$ cat src/rtl/keylock_pkg.sv
// Shared encodings for the keypad lock: command codes, command keys,
// the code-entry FSM states and the digit width.
package keylock_pkg;

  localparam int DIGIT_W = 4;

  localparam logic [1:0] CMD_CMP_PC      = 2'd0;
  localparam logic [1:0] CMD_CMP_UC      = 2'd1;
  localparam logic [1:0] CMD_VALIDATE_UC = 2'd2;
  localparam logic [1:0] CMD_COMMIT_UC   = 2'd3;

  localparam logic [3:0] KEY_CANCEL = 4'd7;
  localparam logic [3:0] KEY_REPRO  = 4'd8;
  localparam logic [3:0] KEY_LOCK   = 4'd9;

  typedef enum logic [1:0] {
    IDLE   = 2'd0,
    CMP    = 2'd1,
    FIN    = 2'd2,
    COMMIT = 2'd3
  } state_t;

  function automatic logic is_digit_key(input logic [3:0] key);
    return !((key == KEY_CANCEL) || (key == KEY_REPRO) || (key == KEY_LOCK));
  endfunction

endpackage

$ cat src/rtl/entry_buffer.sv
// Digit entry buffer: left-shifting nibble register with saturating count,
// overflow flag, flush and an indexed digit read port (digit 0 = oldest).
module entry_buffer
  import keylock_pkg::*;
#(
  parameter int CODE_LEN = 4
) (
  input  logic                          clk,
  input  logic                          reset,
  input  logic                          push,
  input  logic [3:0]                    digit,
  input  logic                          flush,
  input  logic [2:0]                    rd_idx,
  output logic [3:0]                    rd_digit,
  output logic [DIGIT_W*CODE_LEN-1:0]   contents,
  output logic [3:0]                    count,
  output logic                          overflow
);

  localparam int         BUF_W      = DIGIT_W * CODE_LEN;
  localparam logic [3:0] COUNT_FULL = 4'(CODE_LEN);
  localparam logic [2:0] LAST_IDX   = 3'(CODE_LEN - 1);

  logic [BUF_W-1:0] entry_q, entry_d;
  logic [3:0]       count_q, count_d;
  logic             ovf_q, ovf_d;
  logic [2:0]       rd_rev_s;
  logic [BUF_W-1:0] rd_shift_s;

  // Next-state logic: flush wins over push; a push into a full buffer only flags overflow.
  always_comb begin
    entry_d = entry_q;
    count_d = count_q;
    ovf_d   = ovf_q;
    if (flush) begin
      entry_d = '0;
      count_d = 4'd0;
      ovf_d   = 1'b0;
    end else if (push) begin
      if (count_q == COUNT_FULL) begin
        ovf_d = 1'b1;
      end else begin
        entry_d = {entry_q[BUF_W-DIGIT_W-1:0], digit};
        count_d = count_q + 4'd1;
      end
    end else begin
      entry_d = entry_q;
    end
  end

  // Buffer state registers.
  always_ff @(posedge clk or posedge reset) begin
    if (reset) begin
      entry_q <= '0;
      count_q <= 4'd0;
      ovf_q   <= 1'b0;
    end else begin
      entry_q <= entry_d;
      count_q <= count_d;
      ovf_q   <= ovf_d;
    end
  end

  assign rd_rev_s   = LAST_IDX - rd_idx;
  assign rd_shift_s = entry_q >> {rd_rev_s, 2'b00};
  assign rd_digit   = rd_shift_s[DIGIT_W-1:0];
  assign contents   = entry_q;
  assign count      = count_q;
  assign overflow   = ovf_q;

endmodule

$ cat src/rtl/code_entry_engine.sv
// Keypad-lock code engine: captures digits, serially compares the entry
// against the master or user code, and validates/commits a new user code.
module code_entry_engine
  import keylock_pkg::*;
#(
  parameter int                     CODE_LEN    = 4,
  parameter logic [4*CODE_LEN-1:0]  MASTER_CODE = 16'h1234
) (
  input  logic       clk,
  input  logic       reset,
  input  logic       rdy,
  input  logic [3:0] keypress,
  input  logic       clear,
  input  logic       cmd_valid,
  input  logic [1:0] cmd,
  output logic       cmd_ready,
  output logic       done,
  output logic       result,
  output logic       uc_set,
  output logic [3:0] digit_count,
  output logic       overflow
);

  localparam int         BUF_W      = DIGIT_W * CODE_LEN;
  localparam logic [3:0] COUNT_FULL = 4'(CODE_LEN);
  localparam logic [2:0] LAST_IDX   = 3'(CODE_LEN - 1);

  state_t           state_q, state_d;
  logic [2:0]       idx_q, idx_d;
  logic             eq_q, eq_d;
  logic [1:0]       cmd_q, cmd_d;
  logic [BUF_W-1:0] cand_q, cand_d;
  logic             cand_pend_q, cand_pend_d;
  logic [BUF_W-1:0] uc_q, uc_d;
  logic             uc_set_q, uc_set_d;
  logic             done_q, done_d;
  logic             result_q, result_d;
  logic             cmd_ready_q, cmd_ready_d;

  logic             push_s, flush_s, accept_s;
  logic [3:0]       buf_digit_s, ref_digit_s;
  logic [BUF_W-1:0] contents_s, ref_code_s, ref_shift_s;
  logic [2:0]       ref_rev_s;
  logic             eq_fin_s, full_ok_s, valid_uc_s;

  assign push_s   = rdy & is_digit_key(keypress) & (state_q == IDLE);
  assign flush_s  = clear | (state_q == FIN);
  assign accept_s = cmd_valid & cmd_ready_q & (state_q == IDLE);

  entry_buffer #(.CODE_LEN(CODE_LEN)) u_entry (
    .clk      (clk),
    .reset    (reset),
    .push     (push_s),
    .digit    (keypress),
    .flush    (flush_s),
    .rd_idx   (idx_q),
    .rd_digit (buf_digit_s),
    .contents (contents_s),
    .count    (digit_count),
    .overflow (overflow)
  );

  // The single digit comparator is shared by every compare-class command.
  assign ref_code_s  = (cmd_q == CMD_CMP_UC) ? uc_q : MASTER_CODE;
  assign ref_rev_s   = LAST_IDX - idx_q;
  assign ref_shift_s = ref_code_s >> {ref_rev_s, 2'b00};
  assign ref_digit_s = ref_shift_s[DIGIT_W-1:0];
  assign eq_fin_s    = eq_q & (buf_digit_s == ref_digit_s);
  assign full_ok_s   = (digit_count == COUNT_FULL) & ~overflow;
  assign valid_uc_s  = full_ok_s & ~eq_fin_s;

  // Sequencer next-state and registered-output logic.
  always_comb begin
    state_d     = state_q;
    idx_d       = idx_q;
    eq_d        = eq_q;
    cmd_d       = cmd_q;
    cand_d      = cand_q;
    cand_pend_d = cand_pend_q;
    uc_d        = uc_q;
    uc_set_d    = uc_set_q;
    done_d      = 1'b0;
    result_d    = result_q;
    case (state_q)
      IDLE: begin
        if (accept_s) begin
          cmd_d = cmd;
          idx_d = 3'd0;
          eq_d  = 1'b1;
          if (clear) begin
            done_d   = 1'b1;
            result_d = 1'b0;
            state_d  = IDLE;
          end else if (cmd == CMD_COMMIT_UC) begin
            // Commit completes in one cycle; COMMIT only returns to IDLE.
            done_d      = 1'b1;
            result_d    = cand_pend_q;
            cand_pend_d = 1'b0;
            state_d     = COMMIT;
            if (cand_pend_q) begin
              uc_d     = cand_q;
              uc_set_d = 1'b1;
            end else begin
              uc_d = uc_q;
            end
          end else begin
            state_d = CMP;
          end
        end else begin
          state_d = IDLE;
        end
      end
      CMP: begin
        if (clear) begin
          done_d   = 1'b1;
          result_d = 1'b0;
          state_d  = IDLE;
        end else if (idx_q == LAST_IDX) begin
          eq_d    = eq_fin_s;
          done_d  = 1'b1;
          state_d = FIN;
          case (cmd_q)
            CMD_CMP_PC: result_d = eq_fin_s & full_ok_s;
            CMD_CMP_UC: result_d = eq_fin_s & full_ok_s & uc_set_q;
            CMD_VALIDATE_UC: begin
              result_d    = valid_uc_s;
              cand_pend_d = valid_uc_s;
              if (valid_uc_s) begin
                cand_d = contents_s;
              end else begin
                cand_d = cand_q;
              end
            end
            default: result_d = 1'b0;
          endcase
        end else begin
          eq_d  = eq_fin_s;
          idx_d = idx_q + 3'd1;
        end
      end
      FIN:     state_d = IDLE;
      COMMIT:  state_d = IDLE;
      default: state_d = IDLE;
    endcase
    cmd_ready_d = (state_d == IDLE);
  end

  // Sequencer state and output registers.
  always_ff @(posedge clk or posedge reset) begin
    if (reset) begin
      state_q     <= IDLE;
      idx_q       <= 3'd0;
      eq_q        <= 1'b0;
      cmd_q       <= 2'd0;
      cand_q      <= '0;
      cand_pend_q <= 1'b0;
      uc_q        <= '0;
      uc_set_q    <= 1'b0;
      done_q      <= 1'b0;
      result_q    <= 1'b0;
      cmd_ready_q <= 1'b0;
    end else begin
      state_q     <= state_d;
      idx_q       <= idx_d;
      eq_q        <= eq_d;
      cmd_q       <= cmd_d;
      cand_q      <= cand_d;
      cand_pend_q <= cand_pend_d;
      uc_q        <= uc_d;
      uc_set_q    <= uc_set_d;
      done_q      <= done_d;
      result_q    <= result_d;
      cmd_ready_q <= cmd_ready_d;
    end
  end

  assign cmd_ready = cmd_ready_q;
  assign done      = done_q;
  assign result    = result_q;
  assign uc_set    = uc_set_q;

endmodule

$ cat config.mk
export PLATFORM = sky130hd
export DESIGN_NAME = code_entry_engine
export DESIGN_NICKNAME = d
export VERILOG_FILES = /design/src/rtl/keylock_pkg.sv /design/src/rtl/entry_buffer.sv /design/src/rtl/code_entry_engine.sv
export SDC_FILE = /design/constraint.sdc
export NUM_CORES = 1
export LEC_CHECK = 0
export CORE_UTILIZATION = 58
export CTS_BUF_LIST = sky130_fd_sc_hd__clkbuf_8
export CTS_CLUSTER_DIAMETER = 80
export DETAILED_ROUTE_END_ITERATION = 8
export DONT_BUFFER_PORTS = 1
export PLACE_DENSITY_LB_ADDON = 0.3
export SYNTH_ARGS = -nofsm -noshare
export SYNTH_HDL_FRONTEND = slang
export SYNTH_SLANG_ARGS = --single-unit
export TNS_END_PERCENT = 20
$ cat constraint.sdc
create_clock -name clk -period 2.63 [get_ports clk]
set_input_delay 0.6575 -clock clk [delete_from_list [all_inputs] [get_ports clk]]
set_output_delay 0.6575 -clock clk [all_outputs]
set_load 0.01 [all_outputs]
-- Word-level counts from Yosys, hierarchy flattened
Cells that the tools add are included.
- bits in latches: 0
- register bits: 66
- logic and storage cells: 116
- output and inout port bits: 9
- memories: 0
- memory bits (read-only): 0
- bits in writable memories: 0
- divide/modulo/power cells: 0
- $add $sub $neg: 3
- reductions and logical operators: 19
- multipliers: 0
- multiplexer cells: 43
- bitwise gates (word level): 13
- order comparisons: 0
- equal/unequal tests: 22
- shifts and indexed selects: 2
- operator list (cell ; count):
    $mux 16 ; 4
    $shr 16x5->4 ; 2
    $mux 1 ; 21
    $mux 4 ; 3
    $ne 2x2->1 const B ; 6
    $mux 2 ; 5
    $reduce_and 5->1 ; 2
    $and 1x1->1 ; 9
    $mux 3 ; 3
    $eq 2x2->1 const B ; 4
    $eq 4x3->1 const B ; 2
    $eq 4x4->1 const B ; 2
    $pmux 1 s2 ; 4
    $reduce_and 4->1 ; 2
    $reduce_and 7->1 ; 1
    $logic_not 2->1 ; 3
    $pmux 2 s3 ; 1
    $pmux 3 s2 ; 1
    $reduce_and 2->1 ; 3
    $reduce_bool 2->1 ; 3
    $add 4x1->4 const B ; 1
    $eq 2x1->1 const B ; 2
    $eq 4x4->1 ; 1
    $ne 2x1->1 const B ; 2
    other kinds (12) ; 15

-- Depth between registers and ports, before layout
- depth in word-level cells: 11
- gate-level depth with buffers: 10
- gate-level depth less buffers: 7

-- By module
Synthesis repeated with hierarchy kept, for this count alone.
- cell total of the unflattened synthesis: 272
- area, all modules: 3280.6 µm²
- by module, submodules not included (module ; area an instance (µm²) ; times used ; cells an instance ; seq. area each (µm²)):
    code_entry_engine ; 2168.3 ; 1 ; 178 ; 1126.1
    entry_buffer ; 1112.3 ; 1 ; 94 ; 525.5

-- Worst setup path before layout
No wires, ideal clock.
- path type: reg2reg
- from: register idx_q[0]
- to: register cand_q[0]
- arrival time: 2.332 ns
- data required time: 2.503 ns
- stages on the path, launching flop included: 8
- setup slack: 0.171 ns
- period minus slack after synthesis: 2.459 ns
- cells stage by stage: dfrtp_1 buf_4 mux4_2 xor2_1 o41a_2 nor4b_4 buf_6 mux2_1
- word-level cells in the longest chain between the ends: 7
- elaborated cells between the ends (all ways): 9
- those cells by class: add/sub (1); eq/ne (2); shift (2); bitwise (3); reduce/logical (1)
- RTL lines (what ; line ; RTL):
    start, declared ; code_entry_engine.sv:29 ; logic [2:0] idx_q, idx_d;
    start signal, assigned ; code_entry_engine.sv:164 ; idx_q <= idx_d;
    $sub 2x3->3 ; entry_buffer.sv:64, code_entry_engine.sv:65 ;
    $shr 16x5->4, on equally long branches ; entry_buffer.sv:65, code_entry_engine.sv:66 ;
    $eq 4x4->1 ; code_entry_engine.sv:68 ; assign eq_fin_s = eq_q & (buf_digit_s == ref_digit_s);
    $and 1x1->1 ; code_entry_engine.sv:68 ;
    $not 1->1 ; code_entry_engine.sv:70 ; assign valid_uc_s = full_ok_s & ~eq_fin_s;
    $and 1x1->1 ; code_entry_engine.sv:70 ;
    $reduce_and 5->1 (no line) * ; - ;
    end signal, assigned ; code_entry_engine.sv:167 ; cand_q <= cand_d;
    end, declared ; code_entry_engine.sv:32 ; logic [BUF_W-1:0] cand_q, cand_d;
Mark *: on every way between the ends. The rest lies on a longest branch, timed or not.
A chain may end at the register's enable or synchronous reset.

-- Worst setup path in the final report
- from: register cmd_q[0]
- to: register cand_q[5]
- word-level cells in the longest chain between the ends: 8
- elaborated cells between the ends (all ways): 9
- those cells by class: eq/ne (3); shift (1); mux (1); bitwise (3); reduce/logical (1)
- RTL lines (what ; line ; RTL):
    start, declared ; code_entry_engine.sv:31 ; logic [1:0] cmd_q, cmd_d;
    start signal, assigned ; code_entry_engine.sv:166 ; cmd_q <= cmd_d;
    $eq 2x1->1 ; code_entry_engine.sv:64 ; assign ref_code_s = (cmd_q == CMD_CMP_UC) ? uc_q : MASTER_CODE;
    $mux 16 ; code_entry_engine.sv:64 ;
    $shr 16x5->4 ; code_entry_engine.sv:66 ; assign ref_shift_s = ref_code_s >> {ref_rev_s, 2'b00};
    $eq 4x4->1 ; code_entry_engine.sv:68 ;
    $and 1x1->1 ; code_entry_engine.sv:68 ;
    $not 1->1 ; code_entry_engine.sv:70 ;
    $and 1x1->1 ; code_entry_engine.sv:70 ;
    $reduce_and 5->1 (no line) * ; - ;
Marked as above.

==> reports/qor.txt <==
Number of distinct library cells after synthesis = 45
Die Y = 74.8 um
CP required = 2.84 ns
Final hold violations = 0
R2r worst-path depth = 9
Sum of negative setup slack = 0 ns
Kind of critical path = reg2reg
Fill count = 391
Worst R2R Setup Slack = 0.08 ns
Overall power = 0.00225 W
CP max stage cell = dfrtp_1
Worst Path Arrival = 2.76 ns
First-pass GRT wire length = 9670 um
Fin. max-slew vios = 0
HPWL after DPL = 4160 um
Min-Delay Path Class = in2async
Final Setup Violations = 0
Initial antenna violation count = 0
Mean post-synth cell area = 12.1 sq um
Vias per cell = 5.77
Syn nets = 268
CTS Sinks = 66
Power density cells = 645 mW/mm^2
CP delay by family, top = simple AND/OR/NAND/NOR gates
Slew headroom = 53.6%
Routed vias = 2026
Clock slew at reported path FFs = 0.06 ns
GRT overflow = 0
Area grow syn2layout = 13.4%
Post-synth ARST share = 100%
DRT iter0 DRCs = 129
R2R Path End = cand_q[5]
Placed Area = 0.00330 sq mm
Worst skew pair latency = 0.34 ns
Worst-path cell chain = or3b_4, buf_4, o22ai_1, xnor2_1, nand2_1, o41a_2, nor4b_4, buf_12, mux2_1
Root Buffer = clkbuf_8
Layout cells sized above 1 = 25.3%
Nets@finish = 293
VDD IR max = 0.438 mV
Post-route DRC violation count = 0
CTS max path bufs = 2
Syn. warnings = 0
Die ar. = 0.00559 sq mm
RSZ-0062 raised after global routing = false
Hold WS = 0.269 ns
Crit end category = flip-flop
Site row count = 26
EDFF count, synth = 0
CTS Buf Count = 9
Non-filler cells, final = 351
Placed cell count = 337
Max-cap violations = 0
GP Congestion = 0.795
Critical Path Source Type = flip-flop
Most used DFF post-synth = dfrtp_1
Crit Path Max Fanout = 16
Hold buffer count at CTS = 0
Least-Margin Pin Slew = 0.696 ns
Slowest stage delay, CP = 0.40 ns
Period utilization = 96.8%
Total global-route track usage = 25.1%
H-tree level count = 3
Pleak = 1.75 nW
#FFs+latches synth = 66
Die width = 74.8 um
Initial Util = 60.2%
Post-synthesis cell count = 254
Post-route ant nets = 0
Status = finished clean
Worst path bufs/invs = 2
Drt first pass iters = 5
Mean routed wirelength per cell = 16.9 um
I/O pin count = 20
Pin count of the biggest net entering global routing = 67
N_diodes = 0
Final instance area = 0.00348 sq mm
PortBufs = 0
Vias in the first global route = 1916
Reg2reg start = cmd_q[0]
Sequential share of the synthesized area = 53.7%
Core Area = 0.00511 sq mm
Mapped Area = 0.00307 sq mm
Routed wire length = 5940 um
CTS tree = built
Clock skew = 0.00615 ns
Fin crit period = 2.55 ns
Max Freq = 0.393 GHz
flip-flops by register name, indices dropped and copies added (netlist names), 2 cells and up:
register and flops:
cmd_q 2, uc_q 16, u_entry.contents 16, cand_q 16, state_q 2, idx_q 3, u_entry.count 4
stage by stage:
stage	util (%)	worst slack (ns)
3_3_place_gp	64.6	-0.244
2_1_floorplan	-	0.171
5_1_grt	68.2	0.00504
3_5_place_dp	64.6	-0.350
6_report	68.2	0.0829
4_1_cts	68.1	0.0461
area by class of cell:
cell class	count	area, sq um	share of cell area, %
multi-input cells	171	1350	38.8
clock buffers	11	151	4.35
well taps	70	87.6	2.51
clock inverters	2	7.51	0.216
inverters	7	26.3	0.754
repair buffers	24	205	5.89
flip-flops and latches	66	1650	47.4
cells in the mapped netlist (2+ instances only):
master	instances	area share, %
a21oi_1	6	0.98
a31oi_1	3	0.61
buf_4	3	0.73
clkbuf_1	5	0.61
dfrtp_1	66	54
ha_1	3	1.2
inv_1	7	0.86
mux2_1	10	3.7
mux2_2	23	8.4
mux2i_1	21	6.8
mux4_2	4	2.9
nand2_1	19	2.3
nand2b_1	3	0.61
nand3_1	4	0.65
nand3b_1	2	0.49
nor2_1	27	3.3
nor3_1	3	0.49
o21ai_0	8	1.3
o21bai_1	2	0.49
o31ai_1	2	0.49
o32ai_1	2	0.57
or2_2	2	0.41
or3_1	2	0.41
xnor2_1	3	0.86
xor2_1	4	1.1
what timing repair did:
action,CTS,global route
buffers inserted,1,0
pin swaps,0,0
endpoints found under the hold margin,0,0
endpoints found under the setup margin,16,4
resized for setup,1,2
report_power, final:
group | internal [W] | leakage (nW) | switching (W)
clock | 0.000371 | 0.0897 | 0.000348
combinational | 0.000205 | 0.755 | 0.000221
sequential | 0.00106 | 0.903 | 0.0000469
total | 0.00163 | 1.75 | 0.000616
worst reg2reg max path: cells and delay by family (launching register included):
family	cells	cell delay, ns
compound gates	2	0.57
xor+xnor	1	0.18
buf+inv	2	0.30
flops	1	0.40
mux	1	0.33
simple gates	3	0.64
worst max path at each step:
stage               startpoint    endpoint  slack [ns]  cells past startpoint
finish                cmd_q[0]   cand_q[5]        0.08                      9
global route          cmd_q[0]   cand_q[5]       0.005                      9
CTS                   cmd_q[0]   cand_q[5]        0.05                      9
detailed placement    idx_q[0]   cand_q[9]       -0.35                      8
global placement      idx_q[0]  cand_q[11]       -0.24                      5
floorplan             idx_q[0]   cand_q[0]        0.17                      7
routing by layer:
metal	track usage [%]	up-vias	routed length, um
met1	34.5	994	2800
met5	0	-	0
met4	10.3	0	147
met2	35.6	70	2630
li1	-	948	-
met3	9.91	14	360
cell families after synthesis:
logic type / Yosys count / synth area share (%)
AND/OR/NAND/NOR: 70 / 11.3
multiplexers: 58 / 21.9
AO/OA/AOI/OAI: 33 / 7.13
XOR/XNOR: 7 / 2.00
adder cells (fa/ha/maj): 3 / 1.22
buffers and inverters: 17 / 2.73
flip-flops: 66 / 53.7
cells in the final DEF (no fill, tap or decap), types with 3 or more instances in the layout:
cell type	n
nand2b_1	3
nor2_1	27
inv_1	8
nor3_1	3
clkbuf_8	11
ha_1	3
mux2_1	10
nand3_1	4
a21oi_1	6
mux2i_1	21
a31oi_1	3
mux4_2	4
xor2_1	4
xnor2_1	3
o21ai_0	8
buf_4	22
mux2_2	23
nand2_1	19
dfrtp_1	65
Note: power is estimated with default switching activity, not from simulation.
